==> src/rtl/counter_arbiter_if.sv <==
// counter_arbiter_if -- request/grant bundle between requesters and the
// shared counter arbiter.
//   req    per-requester run request, held until done or abandon
//   limit  packed per-requester terminal values, requester i at [i*N +: N]
//   hold   freezes the running count
//   gnt    one-hot grant of the shared counter
//   done   one-cycle completion pulse to the granted requester
//   busy   a run is in progress
//   count  current shared counter value
// master = requester side, slave = arbiter side.
interface counter_arbiter_if #(
   parameter int N    = 8,
   parameter int NREQ = 4
) ();
   logic [NREQ-1:0]   req;
   logic [NREQ*N-1:0] limit;
   logic              hold;
   logic [NREQ-1:0]   gnt;
   logic [NREQ-1:0]   done;
   logic              busy;
   logic [N-1:0]      count;

   modport master (
      output req, limit, hold,
      input  gnt, done, busy, count
   );

   modport slave (
      input  req, limit, hold,
      output gnt, done, busy, count
   );
endinterface

==> src/rtl/counter_arbiter.sv <==
// counter_arbiter -- shares one up-counter among NREQ requesters. A granted
// requester gets a counting run from 0 up to its limit (sampled at grant);
// completion pulses done, dropping req abandons the run.
// Ports:
//   clk  sole clock, rising edge
//   rst  synchronous active-high reset
//   bus  counter_arbiter_if.slave (req, limit, hold in; gnt, done, busy, count out)
// Build option: define COUNTER_ARBITER_FIXED_PRIO_EN for fixed priority
// (lowest index wins); default is round-robin.
//
// state | meaning
// IDLE  | no run; grants the next requester on any req
// RUN   | counter owned by gnt; counts to captured limit unless held
module counter_arbiter #(
   parameter int N    = 8,
   parameter int NREQ = 4
) (
   input logic              clk,
   input logic              rst,
   counter_arbiter_if.slave bus
);
   localparam int IW = (NREQ > 1) ? $clog2(NREQ) : 1;

   typedef enum logic {IDLE, RUN} state_t;

   state_t          state_q, state_d;
   logic [NREQ-1:0] gnt_q, gnt_d;
   logic [NREQ-1:0] done_q, done_d;
   logic            busy_q, busy_d;
   logic [N-1:0]    count_q, count_d;
   logic [N-1:0]    lim_q, lim_d;
   logic [IW-1:0]   pick;
   logic [NREQ-1:0] pick_oh;
   logic            abandon;
   logic            at_limit;

`ifndef COUNTER_ARBITER_FIXED_PRIO_EN
   logic [IW-1:0]   last_q, last_d;
`endif

   // Later loop iterations override earlier ones, so each loop runs from
   // lowest to highest priority.
   always_comb begin
      pick = '0;
`ifdef COUNTER_ARBITER_FIXED_PRIO_EN
      for (int i = NREQ - 1; i >= 0; i--) begin
         if (bus.req[i]) pick = IW'(i);
      end
`else
      for (int k = NREQ; k >= 1; k--) begin
         if (bus.req[(int'(last_q) + k) % NREQ]) pick = IW'((int'(last_q) + k) % NREQ);
      end
`endif
   end

   assign pick_oh  = NREQ'(1) << pick;
   assign abandon  = ((bus.req & gnt_q) == '0);
   assign at_limit = (count_q == lim_q);

   always_ff @(posedge clk) begin
      if (rst) begin
         state_q <= IDLE;
         gnt_q   <= '0;
         done_q  <= '0;
         busy_q  <= 1'b0;
         count_q <= '0;
         lim_q   <= '0;
`ifndef COUNTER_ARBITER_FIXED_PRIO_EN
         last_q  <= IW'(NREQ - 1);
`endif
      end else begin
         state_q <= state_d;
         gnt_q   <= gnt_d;
         done_q  <= done_d;
         busy_q  <= busy_d;
         count_q <= count_d;
         lim_q   <= lim_d;
`ifndef COUNTER_ARBITER_FIXED_PRIO_EN
         last_q  <= last_d;
`endif
      end
   end

   always_comb begin
      state_d = state_q;
      case (state_q)
         IDLE:    if (|bus.req) state_d = RUN;
         RUN:     if (abandon || (!bus.hold && at_limit)) state_d = IDLE;
         default: state_d = IDLE;
      endcase
   end

   // Computes the next value of every output register; abandon is tested
   // before completion so it wins when both happen together.
   always_comb begin
      gnt_d   = gnt_q;
      done_d  = '0;
      busy_d  = busy_q;
      count_d = count_q;
      lim_d   = lim_q;
`ifndef COUNTER_ARBITER_FIXED_PRIO_EN
      last_d  = last_q;
`endif
      case (state_q)
         IDLE: begin
            gnt_d  = '0;
            busy_d = 1'b0;
            if (|bus.req) begin
               gnt_d   = pick_oh;
               busy_d  = 1'b1;
               count_d = '0;
               lim_d   = bus.limit[int'(pick) * N +: N];
`ifndef COUNTER_ARBITER_FIXED_PRIO_EN
               last_d  = pick;
`endif
            end
         end
         RUN: begin
            if (abandon) begin
               gnt_d  = '0;
               busy_d = 1'b0;
            end else if (bus.hold) begin
               count_d = count_q;
            end else if (at_limit) begin
               done_d = gnt_q;
               gnt_d  = '0;
               busy_d = 1'b0;
            end else begin
               count_d = count_q + N'(1);
            end
         end
         default: begin
            gnt_d  = '0;
            busy_d = 1'b0;
         end
      endcase
   end

   assign bus.gnt   = gnt_q;
   assign bus.done  = done_q;
   assign bus.busy  = busy_q;
   assign bus.count = count_q;
endmodule
==> src/flat_wrapper.sv <==
// flat-port wrapper written by rule: the top's interface ports become plain ports
module counter_arbiter_flat 
#(
   parameter int N    = 8,
   parameter int NREQ = 4
)
  (clk, rst, bus_req, bus_limit, bus_hold, bus_gnt, bus_done, bus_busy, bus_count);
  counter_arbiter_if #(.N(N), .NREQ(NREQ)) bus_i ();
  input logic clk;
  input logic rst;
  input wire logic [$bits(bus_i.req)-1:0] bus_req;
  input wire logic [$bits(bus_i.limit)-1:0] bus_limit;
  input wire logic [$bits(bus_i.hold)-1:0] bus_hold;
  output wire logic [$bits(bus_i.gnt)-1:0] bus_gnt;
  output wire logic [$bits(bus_i.done)-1:0] bus_done;
  output wire logic [$bits(bus_i.busy)-1:0] bus_busy;
  output wire logic [$bits(bus_i.count)-1:0] bus_count;
  assign bus_i.req = bus_req;
  assign bus_i.limit = bus_limit;
  assign bus_i.hold = bus_hold;
  assign bus_gnt = bus_i.gnt;
  assign bus_done = bus_i.done;
  assign bus_busy = bus_i.busy;
  assign bus_count = bus_i.count;
  counter_arbiter #(.N(N), .NREQ(NREQ)) u_core (.clk(clk), .rst(rst), .bus(bus_i));
endmodule
==> config.mk <==
export PLATFORM = sky130hd
export DESIGN_NAME = counter_arbiter_flat
export DESIGN_NICKNAME = d
export VERILOG_FILES = /design/src/rtl/counter_arbiter_if.sv /design/src/rtl/counter_arbiter.sv /design/src/flat_wrapper.sv
export SDC_FILE = /design/constraint.sdc
export NUM_CORES = 1
export LEC_CHECK = 0
export CORE_UTILIZATION = 30
export DETAILED_ROUTE_END_ITERATION = 7
export GPL_TIMING_DRIVEN = 0
export PLACE_DENSITY = 0.57
export SKIP_CTS_REPAIR_TIMING = 1
export SLEW_MARGIN = 5
export SYNTH_ARGS = -nofsm -noshare
export SYNTH_HDL_FRONTEND = slang
export SYNTH_SLANG_ARGS = --single-unit
export TNS_END_PERCENT = 5
==> constraint.sdc <==
create_clock -name clk -period 2.6 [get_ports clk]
set_clock_uncertainty 0.1 [all_clocks]
set_input_delay 0.39 -clock clk [delete_from_list [all_inputs] [get_ports clk]]
set_output_delay 0.39 -clock clk [all_outputs]
set_load 0.01 [all_outputs]
**Word-level counts from Yosys, hierarchy flattened**

Cells that the tools add are included.

- Flip-flop bits (word level): 28
- Bits of input ports: 39
- Word-level logic and storage cells: 78

- Shift-type cells: 2
- Reduce and logical (&&, ||, !) cells: 13
- Muxes and demuxes: 33
- Eq/ne operators: 7
- Add/sub/neg operators: 5
- Bitwise logic cells: 7
- $lt $le $gt $ge: 4

Operators with widths:

| cell | number |
|---|---|
| 8-bit 2-to-1 mux | 4 |
| 32-bit by 6-bit indexed part select with 8-bit output | 1 |
| 3-bit by 4-bit less-than comparator with 1-bit output (second input constant) | 4 |
| 4-bit 2-to-1 mux | 4 |
| 8-bit case mux with 2 select lines | 1 |
| 1-bit 2-to-1 mux | 13 |
| 8-bit by 1-bit adder with 8-bit output (second input constant) | 1 |
| 1-bit binary-select mux with 2-bit select | 4 |
| 8-bit == test | 1 |
| 2-bit 2-to-1 mux | 4 |
| 4-bit case mux with 2 select lines | 1 |
| 2-bit OR reduction | 4 |
| 2-bit inequality test (second input constant) | 3 |
| 3-bit inequality test (second input constant) | 2 |
| 5-bit OR reduction | 1 |
| 2-bit by 1-bit adder with 2-bit output (second input constant) | 2 |
| 2-bit adder (second input constant) | 2 |
| 1-bit bitwise AND (first input constant) | 4 |
| 4-bit bitwise AND | 1 |
| 4-bit zero test | 1 |
| 1-bit case mux with 2 select lines | 2 |
| 2-bit AND reduction | 2 |
| 4-bit AND reduction | 1 |
| 4-bit OR reduction | 1 |
| 6 further kinds | 7 |

**Longest topological paths before layout**

Gate-level depths: netlist of run 1.

- Word-level depth: 13
- Depth in mapped cells: 7
- Gate-level depth less buffers: 5

**Worst setup path before layout of run 1**

OpenSTA, ideal clock, no wires.

- Path type: input -> register
- Start point: in bus_req[0]
- End point: reg u_core.lim_q[4]
- Path buffers: 1
- Required time: 2371 ps
- Arrival: 1544 ps
- Setup time: 129 ps
- Cell stages on the path: 6
- Slack: 827 ps
- Cell sequence: nor2_2 > o22ai_1 > or4_4 > buf_6 > a211oi_2 > a211oi_2

- Cells in the longest elaborated chain, start to end: 8
- Elaborated cells between the ends (all ways): 19

Ends and longest elaborated chain:

| item | line | text |
|---|---|---|
| from (decl) | flat_wrapper.sv:11 | `input wire logic [$bits(bus_i.req)-1:0] bus_req;` |
| 1-bit binary-select mux with 2-bit select | counter_arbiter.sv:51 | `if (bus.req[(int'(last_q) + k) % NREQ]) pick = IW'((int'(last_q) + k) % NREQ);` |
| 1-bit 2-to-1 mux (implied by the code) (2 in series) | counter_arbiter.sv:51 |  |
| 2-bit 2-to-1 mux (4 in series) | counter_arbiter.sv:51 |  |
| 32-bit by 6-bit indexed part select with 8-bit output | counter_arbiter.sv:112 | `lim_d = bus.limit[int'(pick) * N +: N];` |
| to (signal assigned) | counter_arbiter.sv:77 | `lim_q <= lim_d;` |
| to (decl) | counter_arbiter.sv:31 | `logic [N-1:0] lim_q, lim_d;` |

Parallel ways exist; a longest one is shown, timed or not. The select of a mux whose other input is x is not followed.
A chain may end at the register's enable or synchronous reset.

**Worst setup path in the final report of run 1**

- Start point: in bus_req[3]
- End point: reg u_core.count_q[4], in the netlist u_core.bus.count[4]

- Cells in the longest elaborated chain, start to end: 4
- Elaborated cells between the ends (all ways): 6

Ends and longest elaborated chain:

| item | line | text |
|---|---|---|
| 4-bit bitwise AND | counter_arbiter.sv:57 | `assign abandon = ((bus.req & gnt_q) == '0);` |
| 4-bit zero test | counter_arbiter.sv:57 |  |
| 2-bit inequality test (no line) | - |  |
| 4-bit AND reduction (no line) * | - |  |
| to (signal assigned) | counter_arbiter.sv:76 | `count_q <= count_d;` |
| to (decl) | counter_arbiter.sv:30 | `logic [N-1:0] count_q, count_d;` |

Every way passes the cells marked *; elsewhere a longest branch is shown, timed or not.

==> metrics.txt, run 1 <==
status=completed; fin crit period=2140 ps; Skew-Pair Late Insertion Delay=270 ps; PwrDens=between 400 and 500 mW/mm²; CTS Sinks=28; Root Buffer=clkbuf_8; Synth Net Count=217; Hold Path End=u_core.bus.busy; Initial Util=31.5%; nets=276; Final Max Slew Viols=0; Min-Delay Path Class=reg2reg; layout cells sized above 1=a little over an eighth; n_diodes=0; P&R area growth vs syn=41.3%; Remaining DRCs=0; Data required, critical path=approximately 2700 ps; number of global-route vias before repair=1,398; asr flop ratio synth=0%; CTS tree=built; fmax=0.468 GHz; Hold Vio Cnt, Final=0; Slew HR=69.3%; top cells by count, synth=dfxtp_1, a211oi_2, inv_1, o21ai_0; std cell rows=26; Cell Count Post-Placement=301; RSZ-0062 raised after global routing=false; leakage=0.816 nW; TritonCTS buffer count=3; first-pass GRT wire length=around 6500 µm; hold path depth=1; Synth Register Bits=28; Mapped Avg Cell Area=9.15 µm²; core box area=0.00514 mm²; Setup CP Type=in2reg; H-tree lvl count=1; synthesized area=0.00162 mm²; Die Ht=75.5 µm; CP endpoint kind=register; number of synthesized flops with an enable pin=0; Mapped Cells=around 180; worst slew pin tran=approximately 460 ps; Worst R2R End=u_core.lim_q[6]; top-count cell post-synth=dfxtp_1; max_cap viols=0; top cells by area, synth=dfxtp_1, a211oi_2, mux2i_1; DIE AREA=0.00569 mm²; grt total ovfl=0; Netlist cell types=42; R2R setup slack=720 ps; Worst Path Arrival=2260 ps; fill count=557; CP Max Fanout=7; setup TNS=0 ps; overall routed net length=3930 µm; largest net degree at the start of global routing=15; Synth top area share=34.6%; initial antenna violation count=0; GRT Util Overall=14.8%; Final Wtd Congestion=~0.74; worst-case clock buffer depth=2; antenna-violating nets left=0; R2R depth=7; worst hold start=u_core.bus.busy; synth warn=0; largest area contributor in the netlist=dfxtp_1; Final setup viols=0; die outline width=75.5 µm; Seq/Total Area, Yosys=34.6%; share of the cycle needed by the critical path after routing=82.2%; VDD IR-drop max=0.000267 V; Primary FF master, synth=dfxtp_1; Non-Filler Instances=304; IO buf count=54; R2R Path Start=u_core.last_q[1]; Critical Path Start Type=input port; Final HPWL DP=3180 µm; vias=1,470; post-DR wirelength/cell=12.9 µm; DR vias/cell=4.84; Iter 0 DRT Violations=62; I/O pin count=56; clock slew at reported path FFs=100 ps; drt pass-1 iters=4
[cells in the final DEF (no fill, tap or decap), types with 8 or more instances in the layout]
cell type,instances
clkdlybuf4s50_1,54
dfxtp_1,28
a211oi_2,15
inv_1,13
o21ai_0,13
nand2_1,11
a211oi_1,11
mux2i_1,9
xnor2_1,8
a21oi_1,8
[state kept, by name (all words and copies together), names as in the netlist]
register	cells
u_core.bus.count	8
u_core.last_q	2
u_core.bus.gnt	4
u_core.lim_q	8
u_core.bus.busy	1
u_core.bus.done	4
u_core.state_q	1
[routing by layer]
| layer | share of wire (%) | routed length, µm | global-route usage [%] | vias up |
|---|---|---|---|---|
| met2 | 47 | 1860 | 24.9 | 30 |
| met1 | 49 | 1930 | 20.6 | 668 |
| met4 | 0.76 | 30 | 2.47 | 0 |
| met3 | 2.8 | 109 | 1.85 | 2 |
| li1 | - | - | - | 770 |
| met5 | 0 | 0 | 0 | - |
[metrics by stage]
| step | hold WS (ps) | power [W] | utilization (%) | instance area [µm²] | setup WS [ps] |
|---|---|---|---|---|---|
| 6_report | 386 | 0.00105 | 44.5 | 2290 | 464 |
| 4_1_cts | 390 | 0.00106 | 44.5 | 2290 | 452 |
| 2_1_floorplan | 387 | 0.000703 | - | 1620 | 827 |
| 3_5_place_dp | 362 | 0.000824 | 43.7 | 2250 | 162 |
| 5_1_grt | 428 | 0.00111 | 44.5 | 2290 | 358 |
| 3_3_place_gp | 363 | 0.000822 | 43.7 | 2250 | 150 |
[layout make-up]
| type | count | area, µm² | area share (%) |
|---|---|---|---|
| flip-flops and latches | 28 | 561 | 24.5 |
| repair buffers | 54 | 541 | 23.6 |
| inverters | 13 | 48.8 | 2.13 |
| plain buffers | 9 | 62.6 | 2.73 |
| multi-input cells | 127 | 947 | 41.4 |
| well taps | 70 | 87.6 | 3.83 |
| clock buffers | 3 | 41.3 | 1.80 |
[cell families (layout without fill, tap and decap cells)]
| family | after synthesis | count (layout) | synth area share, % |
|---|---|---|---|
| AO/OA/AOI/OAI | 65 | 65 | 32.5 |
| XOR/XNOR | 9 | 9 | 4.87 |
| adder cells (fa/ha/maj) | 1 | 1 | 0.773 |
| buffers and inverters | 22 | 79 | 6.88 |
| flip-flops | 28 | 28 | 34.6 |
| multiplexers | 9 | 9 | 5.56 |
| AND/OR/NAND/NOR | 43 | 43 | 14.8 |
[worst max-delay path, cell delays in order]
cell             delay, ps
clkdlybuf4s50_1        500
nor2_1                 250
a21o_1                 280
nand2_1                220
or4_1                  540
nand2_1                 70
[power breakdown]
group          internal [W]  switching, W  leakage, nW
sequential         0.000461     0.0000246        0.229
clock              0.000104      0.000133       0.0216
combinational      0.000164      0.000161        0.565
total              0.000728      0.000319        0.816
[worst max-delay path by stage]
stage | end | start | cells past startpoint
final | u_core.bus.count[4] | bus_req[3] | 6
after global placement | u_core.lim_q[2] | bus_req[0] | 7
after global routing | u_core.lim_q[5] | bus_req[3] | 7
after floorplan | u_core.lim_q[4] | bus_req[0] | 6
after CTS | u_core.lim_q[2] | bus_req[0] | 7
after detailed placement | u_core.lim_q[2] | bus_req[0] | 7
Note: power is estimated with default switching activity, not from simulation.
==> run 2, diff against run 1 <==
--- a/config.mk
+++ b/config.mk
@@ -8,7 +8,7 @@
 export CORE_UTILIZATION = 30
 export DETAILED_ROUTE_END_ITERATION = 7
 export GPL_TIMING_DRIVEN = 0
-export PLACE_DENSITY = 0.57
+export PLACE_DENSITY = 0.59
 export SKIP_CTS_REPAIR_TIMING = 1
 export SLEW_MARGIN = 5
 export SYNTH_ARGS = -nofsm -noshare
==> constraint.sdc (replaced) <==
create_clock -name clk -period 1.8 [get_ports clk]
set_clock_uncertainty 0.1 [all_clocks]
set_input_delay 0.27 -clock clk [delete_from_list [all_inputs] [get_ports clk]]
set_output_delay 0.27 -clock clk [all_outputs]
set_load 0.01 [all_outputs]
==> run 2 against run 1 <==
  * Clock power up 65%
  * Routed wire length up 4.2%
  * The flow now finishes with violations (negative setup slack)
  * Combinational power up 85%
  * Flip-flop and latch count unchanged
  * Worst hold slack worse by 86 ps
  * Via count up 2.2%
  * First-iteration DRC count down 31%
  * Non-clock buffer count up 8
  * Sequential power up 46%
  * Worst setup slack worse by 480 ps
  * Sequential share of layout area down 2.1 points
  * Cell count up 3.0%
==> metrics.txt, run 2 (synthesis results as in run 1) <==
end of the critical path=u_core.lim_q[2]; P&R area growth vs syn=59.3%; hold path depth=2; n_diodes=0; Remaining DRCs=0; IO buf count=54; fin crit period=1820 ps; clock slew at reported path FFs=100 ps; grt total ovfl=0; CTS tree=built; first-pass GRT wire length=6300 µm; Setup CP Type=reg2reg; commonest non-fill, non-tap cells in the layout=clkdlybuf4s50_1, dfxtp_1, inv_1, o21ai_0, a211oi_2; Final WS setup=-17.2 ps; status=finished, violations left; GRT Util Overall=14.7%; drt pass-1 iters=4; max_cap viols=0; Iter 0 DRT Violations=43; Skew-Pair Late Insertion Delay=270 ps; worst slew pin tran=around 490 ps; fin area=0.00258 mm²; Tot Pwr=0.00170 W; Worst R2R End=u_core.lim_q[2]; Root Buffer=clkbuf_8; RSZ-0062 raised after global routing=true; Final Max Slew Viols=0; area of the multi-input gates=0.00110 mm²; vias=~1,500; largest net degree at the start of global routing=16; Data required, critical path=1860 ps; worst-case clock buffer depth=2; Non-Filler Instances=313; Die Ht=75.5 µm; number of global-route vias before repair=approximately 1,300; CP Max Fanout=7; die outline width=75.5 µm; DIE AREA=between 0.005 and 0.006 mm²; Hold Vio Cnt, Final=0; share of the cycle needed by the critical path after routing=101%; Cell Area, Placed=0.00225 mm²; core box area=0.00514 mm²; R2R Path Start=u_core.last_q[1]; fmax=0.550 GHz; Final Wtd Congestion=0.735; fill count=506; antenna-violating nets left=0; nets=between 200 and 300; CP endpoint kind=register; Cell Count Post-Placement=301; PwrDens=658 mW/mm²; Final setup viols=2; Final HPWL DP=slightly above 3000 µm; post-DR wirelength/cell=13.1 µm; I/O pin count=56; DR vias/cell=4.80; failing checks=negative setup slack; leakage=0.949 nW; TritonCTS buffer count=3; layout cells sized above 1=28.0%; Slew HR=67.0%; VDD IR-drop max=0.000341 V; Reg area=577 µm²; Worst Path Arrival=1870 ps; H-tree lvl count=1; Place WS=-528 ps; crit path launch=u_core.last_q[1]; overall routed net length=approximately 4100 µm; commonest non-fill, non-tap cell in the layout=clkdlybuf4s50_1; initial antenna violation count=0; Critical Path Start Type=register; R2R depth=7; R2R setup slack=-20 ps; std cell rows=26; setup TNS=-30.6 ps; Initial Util=31.5%; Min-Delay Path Class=in2reg; CTS Sinks=28
## run 2: cell count changes in the layout (fill, tap and decap cells not counted), sizes merged
| cell | before | now |
|---|---|---|
| dlymetal6s2s | 0 | 4 |
| clkdlybuf4s50 | 54 | 50 |
| clkbuf | 7 | 9 |
| buf | 5 | 12 |
## run 2: worst max-delay path, stage by stage (launching register included)
cell	delay [ps]
dfxtp_2	330
buf_6	130
nand2_2	70
o22ai_2	70
or4_4	550
clkbuf_16	190
a211oi_4	220
a211oi_2	50
## run 2: routing by layer
metal	wire, µm	GRT usage, %	share of wire (%)	vias up
met3	147	2.38	3.6	4
met4	53	4.94	1.3	0
met2	1890	22.1	46	35
li1	-	-	-	783
met5	0	0	0	-
met1	2010	21.2	49	680
## run 2: layout make-up
| class | count | share of cell area, % |
|---|---|---|
| buffer | 9 | 3.30 |
| multi-input combinational | 127 | 42.6 |
| tap | 70 | 3.40 |
| clock buffer | 4 | 2.13 |
| timing repair buffer | 62 | 24.4 |
| inverter | 13 | 1.89 |
| sequential | 28 | 22.4 |
## run 2: per-stage QoR
step / hold WS (ps) / utilization [%]
2_1_floorplan: 387 / -
3_3_place_gp: 368 / 43.7
3_5_place_dp: 365 / 43.7
4_1_cts: 268 / 44.8
5_1_grt: 359 / 50.2
6_report: 300 / 50.2
## run 2: worst min path at each step
stage,startpoint,to,slack [ps]
6_report,rst,u_core.state_q,300
5_1_grt,rst,u_core.state_q,360
4_1_cts,rst,u_core.state_q,270
3_5_place_dp,u_core.bus.busy,u_core.bus.busy,360
3_3_place_gp,u_core.bus.busy,u_core.bus.busy,370
2_1_floorplan,bus_hold,u_core.bus.count[1],390
## run 2: where the power goes
| part | total [W] | switching (W) | internal, W |
|---|---|---|---|
| registers | 0.000706 | 0.0000396 | 0.000666 |
| clock network | 0.000392 | 0.000196 | 0.000196 |
| logic | 0.000600 | 0.000286 | 0.000314 |
==> run 3, diff against run 2 <==
--- a/config.mk
+++ b/config.mk
@@ -5,10 +5,10 @@
 export SDC_FILE = /design/constraint.sdc
 export NUM_CORES = 1
 export LEC_CHECK = 0
+export CORE_MARGIN = 4
 export CORE_UTILIZATION = 30
 export DETAILED_ROUTE_END_ITERATION = 7
 export GPL_TIMING_DRIVEN = 0
-export PLACE_DENSITY = 0.59
 export SKIP_CTS_REPAIR_TIMING = 1
 export SLEW_MARGIN = 5
 export SYNTH_ARGS = -nofsm -noshare
==> run 3 against run 2 <==
  * The flow now finishes without violations
  * Power increased by 1.2%
  * Combinational power increased by 2%
  * Utilization down 0.41 points
  * Sequential power about the same
  * Fmax up 2.1%
  * Worst setup slack improved by 37 ps
  * Die area increased by 17%
  * Critical endpoint is now u_core.lim_q[0]
  * Largest cell class unchanged
==> metrics.txt, run 3 (synthesis results as in run 1) <==
TritonCTS buffer count=3; first-pass GRT wire length=6980 µm; IO buf count=54; Final Max Slew Viols=0; I/O pin count=56; Final HPWL DP=3330 µm; leakage=just over 0.9 nW; Initial Util=31.3%; worst-case clock buffer depth=2; DR vias/cell=~5.0; max_cap viols=0; Final setup viols=0; share of the cycle needed by the critical path after routing=98.9%; antenna-violating nets left=0; worst path cell trace=buf_6 -> nand2_2 -> o22ai_2 -> or4_4 -> buf_12 -> a211oi_4 -> a211oi_2; largest net degree at the start of global routing=16; DIE AREA=0.00664 mm²; number of global-route vias before repair=1,480; Data required, critical path=1860 ps; Min-Delay Path Class=in2reg; CP Max Fanout=7; Tot Pwr=0.00172 W; Worst path top cell family by delay=simple AND/OR/NAND/NOR gates; clock slew at reported path FFs=roughly 100 ps; status=completed; H-tree lvl count=1; Setup CP Type=reg2reg; VDD IR-drop max=approximately 0.00028 V; nets=283; vias=~1,600; commonest non-fill, non-tap cell in the layout=clkdlybuf4s50_1; fin crit period=1780 ps; layout cells sized above 1=29.3%; Final Wtd Congestion=0.815; CTS Sinks=28; GRT Util Overall=13.3%; overall routed net length=4430 µm; fmax=0.562 GHz; R2R setup slack=approximately 19 ps; Hold Vio Cnt, Final=0; core box area=0.00517 mm²; Root Buffer=clkbuf_8; std cell rows=26; drt pass-1 iters=4; P&R area growth vs syn=59.0%; Place WS=-527 ps; Iter 0 DRT Violations=51; grt total ovfl=0; Buf/Inv on CP=2; worst slew pin tran=508 ps; Skew-Pair Late Insertion Delay=280 ps; Remaining DRCs=0; Slew HR=approximately two thirds; Die Ht=81.5 µm; CTS tree=built; Worst Path Arrival=1850 ps; post-DR wirelength/cell=14.2 µm; Final WS setup=~19 ps; die outline width=81.5 µm; Critical-path top delay cell=or4_4; PwrDens=roughly 670 mW/mm²; RSZ-0062 raised after global routing=true; largest incremental delay on the critical path=540 ps; commonest non-fill, non-tap cells in the layout=clkdlybuf4s50_1, dfxtp_1, a211oi_2, inv_1, o21ai_0; Critical Path Start Type=register; initial antenna violation count=0; CP endpoint kind=register; n_diodes=0
## run 3: through the flow
stage / hold slack [ps] / util (%) / TNS, ps / cells / area (µm²)
2_1_floorplan: 387 / - / 0 / 177 / 1620
3_3_place_gp: 386 / 43.4 / -9030 / 301 / 2250
3_5_place_dp: 382 / 43.4 / -9160 / 301 / 2250
4_1_cts: 280 / 44.5 / -2990 / 305 / 2300
5_1_grt: 352 / 49.8 / -278 / 312 / 2570
6_report: 312 / 49.8 / 0 / 312 / 2570
## run 3: path summary, 6_finish.rpt
kind / from / cells after the start / to
setup / recovery: u_core.last_q[1] / 7 / u_core.lim_q[0]
hold / removal: rst / 2 / u_core.state_q
setup reg to reg: u_core.last_q[1] / 7 / u_core.lim_q[0]
hold reg to reg: u_core.bus.gnt[2] / 1 / u_core.bus.gnt[2]
## run 3: cell type report
class,count,area (µm²)
clock buffer,4,55.1
fill,485,2600
tap,70,87.6
multi-input combinational,127,1110
inverter,13,48.8
sequential,28,574
buffer,9,85.1
timing repair buffer,61,613
## run 3: report_power, final
part / internal, W / total [W] / switching (W) / leakage (nW)
sequential: 0.000668 / 0.000706 / 0.0000384 / 0.234
clock: 0.000196 / 0.000397 / 0.000200 / 0.0288
combinational: 0.000316 / 0.000614 / 0.000299 / 0.653
## run 3: routing by layer
| metal | up-vias | GRT usage, % | share of wire (%) |
|---|---|---|---|
| met5 | - | 0 | 0 |
| met4 | 0 | 4.56 | 1.0 |
| met3 | 4 | 2.08 | 5.9 |
| met2 | 48 | 21.1 | 47 |
| met1 | 743 | 18.4 | 46 |
| li1 | 780 | - | - |
## run 3: worst reg2reg max path, delay by kind of cell, from the launching register on
family,cells,cell delay [ps]
AO/OA/AOI/OAI,3,330
buffers and inverters,2,300
flip-flops,1,330
AND/OR/NAND/NOR,2,610
